===== src/rtl/decode_pkg.sv =====
// Shared decode definitions for the ID/EX control pipe: opcodes, ResultSrc/ALUOp
// encodings and the packed control bundle captured in the ID/EX register.
package decode_pkg;

    localparam logic [6:0] OP_R     = 7'b0110011;
    localparam logic [6:0] OP_I     = 7'b0010011;
    localparam logic [6:0] OP_LOAD  = 7'b0000011;
    localparam logic [6:0] OP_S     = 7'b0100011;
    localparam logic [6:0] OP_B     = 7'b1100011;
    localparam logic [6:0] OP_JAL   = 7'b1101111;
    localparam logic [6:0] OP_JALR  = 7'b1100111;
    localparam logic [6:0] OP_LUI   = 7'b0110111;
    localparam logic [6:0] OP_AUIPC = 7'b0010111;

    localparam int unsigned ALUOP_ENC_W = 3;
    localparam int unsigned REG_FIELD_W = 5;

    typedef enum logic [1:0] {
        RES_ALU = 2'b00,
        RES_MEM = 2'b01,
        RES_PC4 = 2'b10,
        RES_IMM = 2'b11
    } res_t;

    typedef enum logic [ALUOP_ENC_W-1:0] {
        ALU_R     = 3'd0,
        ALU_I     = 3'd1,
        ALU_BR    = 3'd2,
        ALU_ADD   = 3'd3,
        ALU_OTHER = 3'd4
    } aluop_t;

    typedef struct packed {
        logic                   regwrite;
        logic                   alusrc;
        logic                   memread;
        logic                   memwrite;
        logic                   branch;
        logic                   jump;
        logic                   jalr;
        res_t                   resultsrc;
        aluop_t                 aluop;
        logic [REG_FIELD_W-1:0] rd;
        logic [REG_FIELD_W-1:0] rs1;
        logic [REG_FIELD_W-1:0] rs2;
        logic [2:0]             funct3;
        logic                   illegal;
    } ctrl_t;

endpackage


===== src/rtl/ctrl_decode_comb.sv =====
// Combinational opcode -> ctrl_t decoder with rs1/rs2 usage flags.
// Register fields are zeroed where the instruction format has no such field.
module ctrl_decode_comb
    import decode_pkg::*;
(
    input  logic [31:0] i_instr,
    output ctrl_t       o_ctrl,
    output logic        o_rs1_used,
    output logic        o_rs2_used
);

    logic [6:0] w_op;
    logic       w_rd_used;
    logic       w_unused;

    assign w_op     = i_instr[6:0];
    assign w_unused = ^i_instr[31:25];

    always_comb begin
        o_ctrl        = '0;
        o_ctrl.aluop  = ALU_OTHER;
        o_ctrl.funct3 = i_instr[14:12];
        o_rs1_used    = 1'b0;
        o_rs2_used    = 1'b0;
        unique case (w_op)
            OP_R: begin
                o_ctrl.regwrite = 1'b1;
                o_ctrl.aluop    = ALU_R;
                o_rs1_used      = 1'b1;
                o_rs2_used      = 1'b1;
            end
            OP_I: begin
                o_ctrl.regwrite = 1'b1;
                o_ctrl.alusrc   = 1'b1;
                o_ctrl.aluop    = ALU_I;
                o_rs1_used      = 1'b1;
            end
            OP_LOAD: begin
                o_ctrl.regwrite  = 1'b1;
                o_ctrl.alusrc    = 1'b1;
                o_ctrl.memread   = 1'b1;
                o_ctrl.resultsrc = RES_MEM;
                o_ctrl.aluop     = ALU_ADD;
                o_rs1_used       = 1'b1;
            end
            OP_S: begin
                o_ctrl.alusrc   = 1'b1;
                o_ctrl.memwrite = 1'b1;
                o_ctrl.aluop    = ALU_ADD;
                o_rs1_used      = 1'b1;
                o_rs2_used      = 1'b1;
            end
            OP_B: begin
                o_ctrl.branch = 1'b1;
                o_ctrl.aluop  = ALU_BR;
                o_rs1_used    = 1'b1;
                o_rs2_used    = 1'b1;
            end
            OP_JAL: begin
                o_ctrl.regwrite  = 1'b1;
                o_ctrl.jump      = 1'b1;
                o_ctrl.resultsrc = RES_PC4;
            end
            OP_JALR: begin
                o_ctrl.regwrite  = 1'b1;
                o_ctrl.alusrc    = 1'b1;
                o_ctrl.jump      = 1'b1;
                o_ctrl.jalr      = 1'b1;
                o_ctrl.resultsrc = RES_PC4;
                o_ctrl.aluop     = ALU_ADD;
                o_rs1_used       = 1'b1;
            end
            OP_LUI: begin
                o_ctrl.regwrite  = 1'b1;
                o_ctrl.resultsrc = RES_IMM;
            end
            OP_AUIPC: begin
                o_ctrl.regwrite = 1'b1;
                o_ctrl.alusrc   = 1'b1;
                o_ctrl.aluop    = ALU_ADD;
            end
            default: o_ctrl.illegal = 1'b1;
        endcase
        // Every writing opcode has an rd field; nothing else does.
        w_rd_used  = o_ctrl.regwrite;
        o_ctrl.rd  = w_rd_used  ? i_instr[11:7]  : '0;
        o_ctrl.rs1 = o_rs1_used ? i_instr[19:15] : '0;
        o_ctrl.rs2 = o_rs2_used ? i_instr[24:20] : '0;
    end

endmodule


===== src/rtl/id_ex_ctrl_pipe.sv =====
// ID/EX control register with valid/ready handshake, load-use bubble and flush kill.
// Optional perf counters (stall_count, flush_count) under DECODE_PERF_CNT_EN.
module id_ex_ctrl_pipe
    import decode_pkg::*;
#(
    parameter int unsigned ALUOP_W    = 3,
    parameter int unsigned REG_ADDR_W = 5
) (
    input  logic                  clk,
    input  logic                  rst,
    input  logic                  id_valid,
    input  logic [31:0]           id_instr,
    output logic                  id_ready,
    input  logic                  ex_ready,
    input  logic                  flush,
    output logic                  hazard_stall,
    output logic                  ex_valid,
    output logic                  ex_regwrite,
    output logic                  ex_alusrc,
    output logic                  ex_memread,
    output logic                  ex_memwrite,
    output logic                  ex_branch,
    output logic                  ex_jump,
    output logic                  ex_jalr,
    output logic [1:0]            ex_resultsrc,
    output logic [ALUOP_W-1:0]    ex_aluop,
    output logic [REG_ADDR_W-1:0] ex_rd,
    output logic [REG_ADDR_W-1:0] ex_rs1,
    output logic [REG_ADDR_W-1:0] ex_rs2,
    output logic [2:0]            ex_funct3,
    output logic                  ex_illegal
`ifdef DECODE_PERF_CNT_EN
    ,
    output logic [31:0]           stall_count,
    output logic [31:0]           flush_count
`endif
);

    ctrl_t w_dec;
    logic  w_rs1_used;
    logic  w_rs2_used;
    logic  w_hold;
    logic  w_rs1_hit;
    logic  w_rs2_hit;
    logic  r_valid;
    ctrl_t r_ctrl;

    ctrl_decode_comb u_decode (
        .i_instr    (id_instr),
        .o_ctrl     (w_dec),
        .o_rs1_used (w_rs1_used),
        .o_rs2_used (w_rs2_used)
    );

    assign w_rs1_hit    = w_rs1_used & (w_dec.rs1 == r_ctrl.rd);
    assign w_rs2_hit    = w_rs2_used & (w_dec.rs2 == r_ctrl.rd);
    assign hazard_stall = r_valid & r_ctrl.memread & (r_ctrl.rd != '0) & id_valid
                        & (w_rs1_hit | w_rs2_hit);
    assign w_hold       = r_valid & ~ex_ready;
    assign id_ready     = ~rst & (flush | (~w_hold & ~hazard_stall));

    always_ff @(posedge clk) begin
        if (rst || flush) begin
            r_valid <= 1'b0;
            r_ctrl  <= '0;
        end else if (w_hold) begin
            r_valid <= r_valid;
            r_ctrl  <= r_ctrl;
        end else if (hazard_stall) begin
            r_valid <= 1'b0;
            r_ctrl  <= '0;
        end else begin
            r_valid <= id_valid;
            r_ctrl  <= w_dec;
        end
    end

`ifdef DECODE_PERF_CNT_EN
    logic [31:0] r_stall_count;
    logic [31:0] r_flush_count;

    always_ff @(posedge clk) begin
        if (rst) begin
            r_stall_count <= '0;
            r_flush_count <= '0;
        end else begin
            if (hazard_stall && !flush) r_stall_count <= r_stall_count + 32'd1;
            if (flush)                  r_flush_count <= r_flush_count + 32'd1;
        end
    end

    assign stall_count = r_stall_count;
    assign flush_count = r_flush_count;
`endif

    assign ex_valid     = r_valid;
    assign ex_regwrite  = r_ctrl.regwrite;
    assign ex_alusrc    = r_ctrl.alusrc;
    assign ex_memread   = r_ctrl.memread;
    assign ex_memwrite  = r_ctrl.memwrite;
    assign ex_branch    = r_ctrl.branch;
    assign ex_jump      = r_ctrl.jump;
    assign ex_jalr      = r_ctrl.jalr;
    assign ex_resultsrc = r_ctrl.resultsrc;
    assign ex_aluop     = ALUOP_W'(r_ctrl.aluop);
    assign ex_rd        = REG_ADDR_W'(r_ctrl.rd);
    assign ex_rs1       = REG_ADDR_W'(r_ctrl.rs1);
    assign ex_rs2       = REG_ADDR_W'(r_ctrl.rs2);
    assign ex_funct3    = r_ctrl.funct3;
    assign ex_illegal   = r_ctrl.illegal;

endmodule


===== config.mk =====
export PLATFORM = sky130hd
export DESIGN_NAME = id_ex_ctrl_pipe
export DESIGN_NICKNAME = d
export VERILOG_FILES = /design/src/rtl/decode_pkg.sv /design/src/rtl/ctrl_decode_comb.sv /design/src/rtl/id_ex_ctrl_pipe.sv
export SDC_FILE = /design/constraint.sdc
export NUM_CORES = 1
export LEC_CHECK = 0
export CAP_MARGIN = 20
export CORE_MARGIN = 1.5
export CORE_UTILIZATION = 36
export DETAILED_ROUTE_END_ITERATION = 16
export PLACE_DENSITY = 0.84
export SETUP_SLACK_MARGIN = 0.05
export SLEW_MARGIN = 20
export SYNTH_ARGS = -nofsm -noshare
export SYNTH_HDL_FRONTEND = slang
export SYNTH_SLANG_ARGS = --single-unit

===== constraint.sdc =====
create_clock -name clk -period 1.6 [get_ports clk]
set_input_delay 0.24 -clock clk [delete_from_list [all_inputs] [get_ports clk]]
set_output_delay 0.24 -clock clk [all_outputs]
set_load 0.1 [all_outputs]

Word-level counts from Yosys, hierarchy flattened
Cells that the tools add are included.
{ "totals": {"input_bits": 37, "word_cells": 67, "ff_bits": 32, "output_inout_bits": 34} }
{ "classes": {"mux": 17, "bitwise": 15, "eq_ne": 11, "reduce_logical": 9} }
{ "ops": {"columns": ["operator", "n"], "rows": [
  ["31-bit two-way mux", 1],
  ["7-bit by 6-bit equality test with 1-bit output (second input constant)", 3],
  ["7-bit equality test (second input constant)", 3],
  ["5-bit two-way mux", 3],
  ["7-bit by 5-bit equality test with 1-bit output (second input constant)", 2],
  ["3-bit one-hot mux with 4 select lines", 1],
  ["1-bit two-way mux", 11],
  ["5-bit equality test", 2],
  ["1-bit AND", 9],
  ["9-bit OR reduction", 1],
  ["7-bit by 2-bit equality test with 1-bit output (second input constant)", 1],
  ["7-bit OR reduction", 1],
  ["2-bit one-hot mux with 3 select lines", 1],
  ["6-bit OR reduction", 1],
  ["5-bit nonzero test", 1],
  ["5-bit OR reduction", 1],
  ["1-bit NOT", 4],
  ["4-bit OR reduction", 1],
  ["3-bit OR reduction", 1],
  ["1-bit bitwise OR", 2],
  ["2-bit OR reduction", 1],
  ["1-bit logical OR", 1]
]} }

Depth between registers and ports, before layout
{ "depth": {"word_depth": 12, "depth_mapped": 7, "mapped_depth_nobuf": 5} }

Modules after synthesis
Synthesis repeated with hierarchy kept, for this count alone.
{ "unflattened": {"hier_cells": 231, "area_unflattened_um2": 1935.6} }
{ "modules_own_cells": {"columns": ["module", "n_inst", "area_per_inst_um2", "seq_area_each_um2", "cells_each"], "rows": [
  ["id_ex_ctrl_pipe", 1, 1496.4, 640.6, 169],
  ["ctrl_decode_comb", 1, 439.2, 0.0, 62]
]} }

Least setup slack after synthesis
No wires, ideal clock.
{ "synth_path": {"path_type": "reg2out", "start": "register r_ctrl (netlist bit ex_rd[1])", "end": "output port id_ready", "n_path_buf": 1, "setup_slack_ps": -2625, "required_time_ps": 1360, "path_stages_with_launch": 7, "t_arrival_ps": 3985, "path_cell_list": "dfxtp_1 xnor2_1 o2111ai_1 o22a_1 a2111oi_4 buf_2 o31ai_1"} }
{ "synth_between": {"elab_chain_len": 8, "elab_cells_between_ends": 13, "cone_classes": "eq/ne (2); bitwise (10); reduce/logical (1)"} }
{ "synth_rtl": {"columns": ["element", "line_no", "text"], "rows": [
  ["from (decl)", "id_ex_ctrl_pipe.sv:46", "ctrl_t r_ctrl;"],
  ["from (signal assigned)", "id_ex_ctrl_pipe.sv:68", "r_ctrl <= r_ctrl;"],
  ["from (signal assigned)", "id_ex_ctrl_pipe.sv:74", "r_ctrl <= w_dec;"],
  ["5-bit equality test (tied with other cells)", "id_ex_ctrl_pipe.sv:55", "assign w_rs1_hit = w_rs1_used & (w_dec.rs1 == r_ctrl.rd);"],
  ["1-bit AND, on equally long branches", "id_ex_ctrl_pipe.sv:55, id_ex_ctrl_pipe.sv:56, id_ex_ctrl_pipe.sv:57", null],
  ["1-bit bitwise OR or 1-bit AND (tied branches)", "id_ex_ctrl_pipe.sv:58, id_ex_ctrl_pipe.sv:57", null],
  ["1-bit AND (*)", "id_ex_ctrl_pipe.sv:58", "& (w_rs1_hit | w_rs2_hit);"],
  ["1-bit NOT (*)", "id_ex_ctrl_pipe.sv:60", "assign id_ready = ~rst & (flush | (~w_hold & ~hazard_stall));"],
  ["1-bit AND (*)", "id_ex_ctrl_pipe.sv:60", null],
  ["1-bit bitwise OR (*)", "id_ex_ctrl_pipe.sv:60", null],
  ["1-bit AND (*)", "id_ex_ctrl_pipe.sv:60", null],
  ["to (decl)", "id_ex_ctrl_pipe.sv:13", "output logic id_ready,"]
]} }
Mark *: on every way between the ends. The rest lies on a longest branch, timed or not.

Final worst setup path
{ "layout_path": {"start": "input port id_instr[22]", "end": "output port id_ready"} }
{ "layout_between": {"elab_chain_len": 9} }
{ "layout_rtl": {"columns": ["element", "line_no", "text"], "rows": [
  ["from (decl)", "id_ex_ctrl_pipe.sv:12", "input logic [31:0] id_instr,"],
  ["5-bit two-way mux", "ctrl_decode_comb.sv:88", "o_ctrl.rs2 = o_rs2_used ? i_instr[24:20] : '0;"],
  ["5-bit equality test", "id_ex_ctrl_pipe.sv:56", "assign w_rs2_hit = w_rs2_used & (w_dec.rs2 == r_ctrl.rd);"],
  ["1-bit AND", "id_ex_ctrl_pipe.sv:56", null],
  ["1-bit bitwise OR", "id_ex_ctrl_pipe.sv:58", null],
  ["1-bit AND", "id_ex_ctrl_pipe.sv:58", null],
  ["1-bit NOT", "id_ex_ctrl_pipe.sv:60", null],
  ["1-bit AND", "id_ex_ctrl_pipe.sv:60", null],
  ["1-bit bitwise OR", "id_ex_ctrl_pipe.sv:60", null],
  ["1-bit AND", "id_ex_ctrl_pipe.sv:60", null]
]} }
Every way passes these cells.

==> results.md <==
- Core area: between 4000 and 5000 µm²
- Crit end category: output port
- CP peak stage delay: 510 ps
- Critical path's slowest cell: clkdlybuf4s50_1
- DRC viols: 0
- Via density: 5.20
- Die area: 4570 µm²
- Worst-path clk slew: 70 ps
- WL/cell: between 15 and 20 µm
- Sequential fraction of the synthesis area: a little over two fifths
- Final WS setup: -595 ps
- Hold_ws: 277 ps
- Number of routed nets with antenna violations: 0
- Final period util: 137%
- PD cells: 594 nW/µm²
- Slew Limit Headroom: 73.3%
- Mapped Area: 1500 µm²
- CTS tree: done
- I/O Buffers: 63
- Detail Placement HPWL: approximately 3.4 mm
- Post-Place Cell Area: 2770 µm²
- DR pass1 iterations: 4
- Fmax: 456 MHz
- RSZ-0062 raised after global routing: yes
- CP Buf/Inv Count: 3
- Max-cap violation count: 0
- Average size of a mapped cell: 7.82 µm²
- Core Util, Final: 78.9%
- Gr usage total: 23.8%
- Setup violators final: 32
- Initial Util: 37.5%
- CTS Buf Count: 5
- Pleak: 1.30 nW
- Vias in the first global route: 1,734
- Outcome: finished with violations
- Worst vdd ir: between 0.4 and 0.5 mV
- Synth area leaders: dfxtp_1 (43%), nand2_1 (11%), o21ai_0 (8.7%)
- Clk sinks: 32
- Clock Skew: 8.68 ps
- #FFs+latches synth: 32
- Final nets: 329
- CP Cell Sequence: clkdlybuf4s50_1 > xnor2_1 > nand4_1 > o22a_1 > a2111oi_4 > buf_4 > o31ai_4 > buf_12
- Syn Nets: 229
- First-pass GRT wire length: 8.03 mm
- I/O pin count: 71
- Yosys top cell by area: dfxtp_1
- Final slew viol count: 0
- Aggregate global routing overflow: 0
- Synth unique cells: 36
- H-tree depth: 2
- Fin. Hold Viols: 0
- Largest net degree at the start of global routing: 20
- WS Path Type: input pin to output port
- Crit-path max FO: 2
- Die width: 67.6 µm
- Clk_lat worst skew: 290 ps
- CP delay by family, top: buffers and inverters
- Cell area after layout: 3160 µm²
- Failing checks: setup timing
- GPL Wtd Cong: between 0.8 and 0.9
- WL final: 5.37 mm
- Startpoint types: input pin
- Worst slew pin tran: 398 ps
- Root Buffer Master: clkbuf_8
- Share of cells above drive strength 1: 41.6%
- Initial antenna violation count: 0
- Worst EP required: 1360 ps
- Worst Path Arrival: 1960 ps
- FP Rows: 23
- Ant. Diodes: 0
- 1st-iter DRT viols: 57
- Hold WC Path Type: input pin to flip-flop
- YS warnings: 0
- Die Height: between 60 and 70 µm
- Maximum root-to-sink buffer count: 2
- P&R area growth vs syn: 110%
- Mapped Cells: roughly 190
- Top cell type's share of synthesized area: 42.7%
- Vias: approximately 1,800
- Minimum clock period: roughly 2200 ps
[sequential cells by signal, summed over array words and instances (netlist names), 2 cells and up]
register      count
ex_aluop          3
ex_funct3         3
ex_rd             5
ex_rs1            5
ex_rs2            5
ex_resultsrc      2
[layout make-up]
| class | count | area [µm²] |
|---|---|---|
| clock buffers | 8 | 100 |
| flip-flops and latches | 32 | 664 |
| fillers | 226 | 842 |
| well taps | 50 | 62.6 |
| multi-input cells | 146 | 960 |
| repair buffers | 106 | 1370 |
| inverters | 1 | 3.75 |
[routing by layer]
| metal | track usage, % | routed length, µm |
|---|---|---|
| met3 | 6.17 | 264 |
| met4 | 8.42 | 98 |
| met2 | 41.1 | 2840 |
| met5 | 0 | 0 |
| met1 | 28.3 | 2180 |
[where the power goes]
part           switching, mW  total, mW  internal, mW
logic                  0.204      0.380         0.176
registers             0.0115      0.810         0.799
clock network          0.295      0.687         0.392
total                  0.510       1.88          1.37
[placed cells by master, fill, tap and decap left out, types with 2 or more instances in the layout]
cell type / synthesis / layout
o31ai_2: 0 / 4
buf_4: 1 / 35
a21oi_1: 2 / 2
nand2b_1: 2 / 2
buf_8: 0 / 2
o21ai_1: 1 / 11
buf_6: 0 / 4
and3_1: 2 / 2
xnor2_1: 10 / 5
clkbuf_8: 0 / 7
nand4_1: 4 / 4
buf_16: 0 / 2
nand3_1: 16 / 16
nor3_1: 3 / 2
buf_12: 0 / 34
o21ai_2: 0 / 13
o21ai_0: 26 / 3
dfxtp_1: 32 / 25
dlymetal6s2s_1: 0 / 5
nand2_1: 45 / 45
clkdlybuf4s50_1: 0 / 17
nor2_1: 10 / 9
dlygate4sd2_1: 0 / 7
xnor2_2: 0 / 4
dfxtp_4: 0 / 6
[cells in the mapped netlist]
library cell,count
a31oi_1,1
dfxtp_1,32
and2_1,1
buf_4,1
clkbuf_2,1
and3_1,2
o31ai_1,6
and2b_1,1
nor2b_1,2
nand2b_1,2
o22a_1,1
a22o_1,1
inv_1,1
o41ai_1,1
and3b_1,1
o211a_1,1
o21ai_1,1
or2_2,1
o21ai_0,26
o21bai_1,1
a32o_1,1
nor3b_1,1
nor2_1,10
clkbuf_1,9
xnor2_1,10
nand3_1,16
nand4_1,4
o2111ai_1,1
nor3_1,3
a2111oi_4,1
and4_1,1
buf_2,2
nand2_1,45
a21oi_1,2
o211ai_1,1
mux2i_1,1
[cell families (layout without fill, tap and decap cells)]
group	after synthesis	after routing	synth area share [%]
multiplexers	1	1	0.667
AND/OR/NAND/NOR	90	90	27.3
AO/OA/AOI/OAI	45	45	19.6
buffers and inverters	14	115	4.00
XOR/XNOR	10	10	5.83
flip-flops	32	32	42.7
[path summary, 6_finish.rpt]
check / from / end / slack (ps) / depth (start not counted)
max: id_instr[22] / id_ready / -600 / 8
min reg2reg: ex_rs2[2]$_SDFFE_PP0N_ / ex_rs2[2]$_SDFFE_PP0N_ / 490 / 2
max reg2reg: ex_rd[0]$_SDFFE_PP0N_ / ex_resultsrc[1]$_SDFFE_PP0N_ / -440 / 10
min: id_instr[18] / ex_rs1[3]$_SDFFE_PP0N_ / 280 / 3
[worst min-delay path, delay by kind of cell]
kind / cells / cell delay, ps
compound gates: 1 / 60
buf+inv: 1 / 160
simple gates: 1 / 80
[stage by stage]
| stage | total power [mW] | cells | setup TNS [ps] | setup WS (ps) |
|---|---|---|---|---|
| final | 1.88 | 343 | -11950 | -595 |
| after global routing | 1.93 | 343 | -13390 | -641 |
| after CTS | 1.86 | 339 | -11110 | -644 |
| after detailed placement | 1.19 | 325 | -19690 | -781 |
| after global placement | 1.19 | 325 | -17260 | -711 |
| after floorplan | 0.998 | 192 | -8840 | -705 |
[repair_timing]
action	4_1_cts	5_1_grt
setup buffers	5	7
hold buffers	0	0
resized for setup	23	46
cloned	2	0
setup endpoints to repair	32	32
pin swaps	8	8
Note: power is estimated with default switching activity, not from simulation.
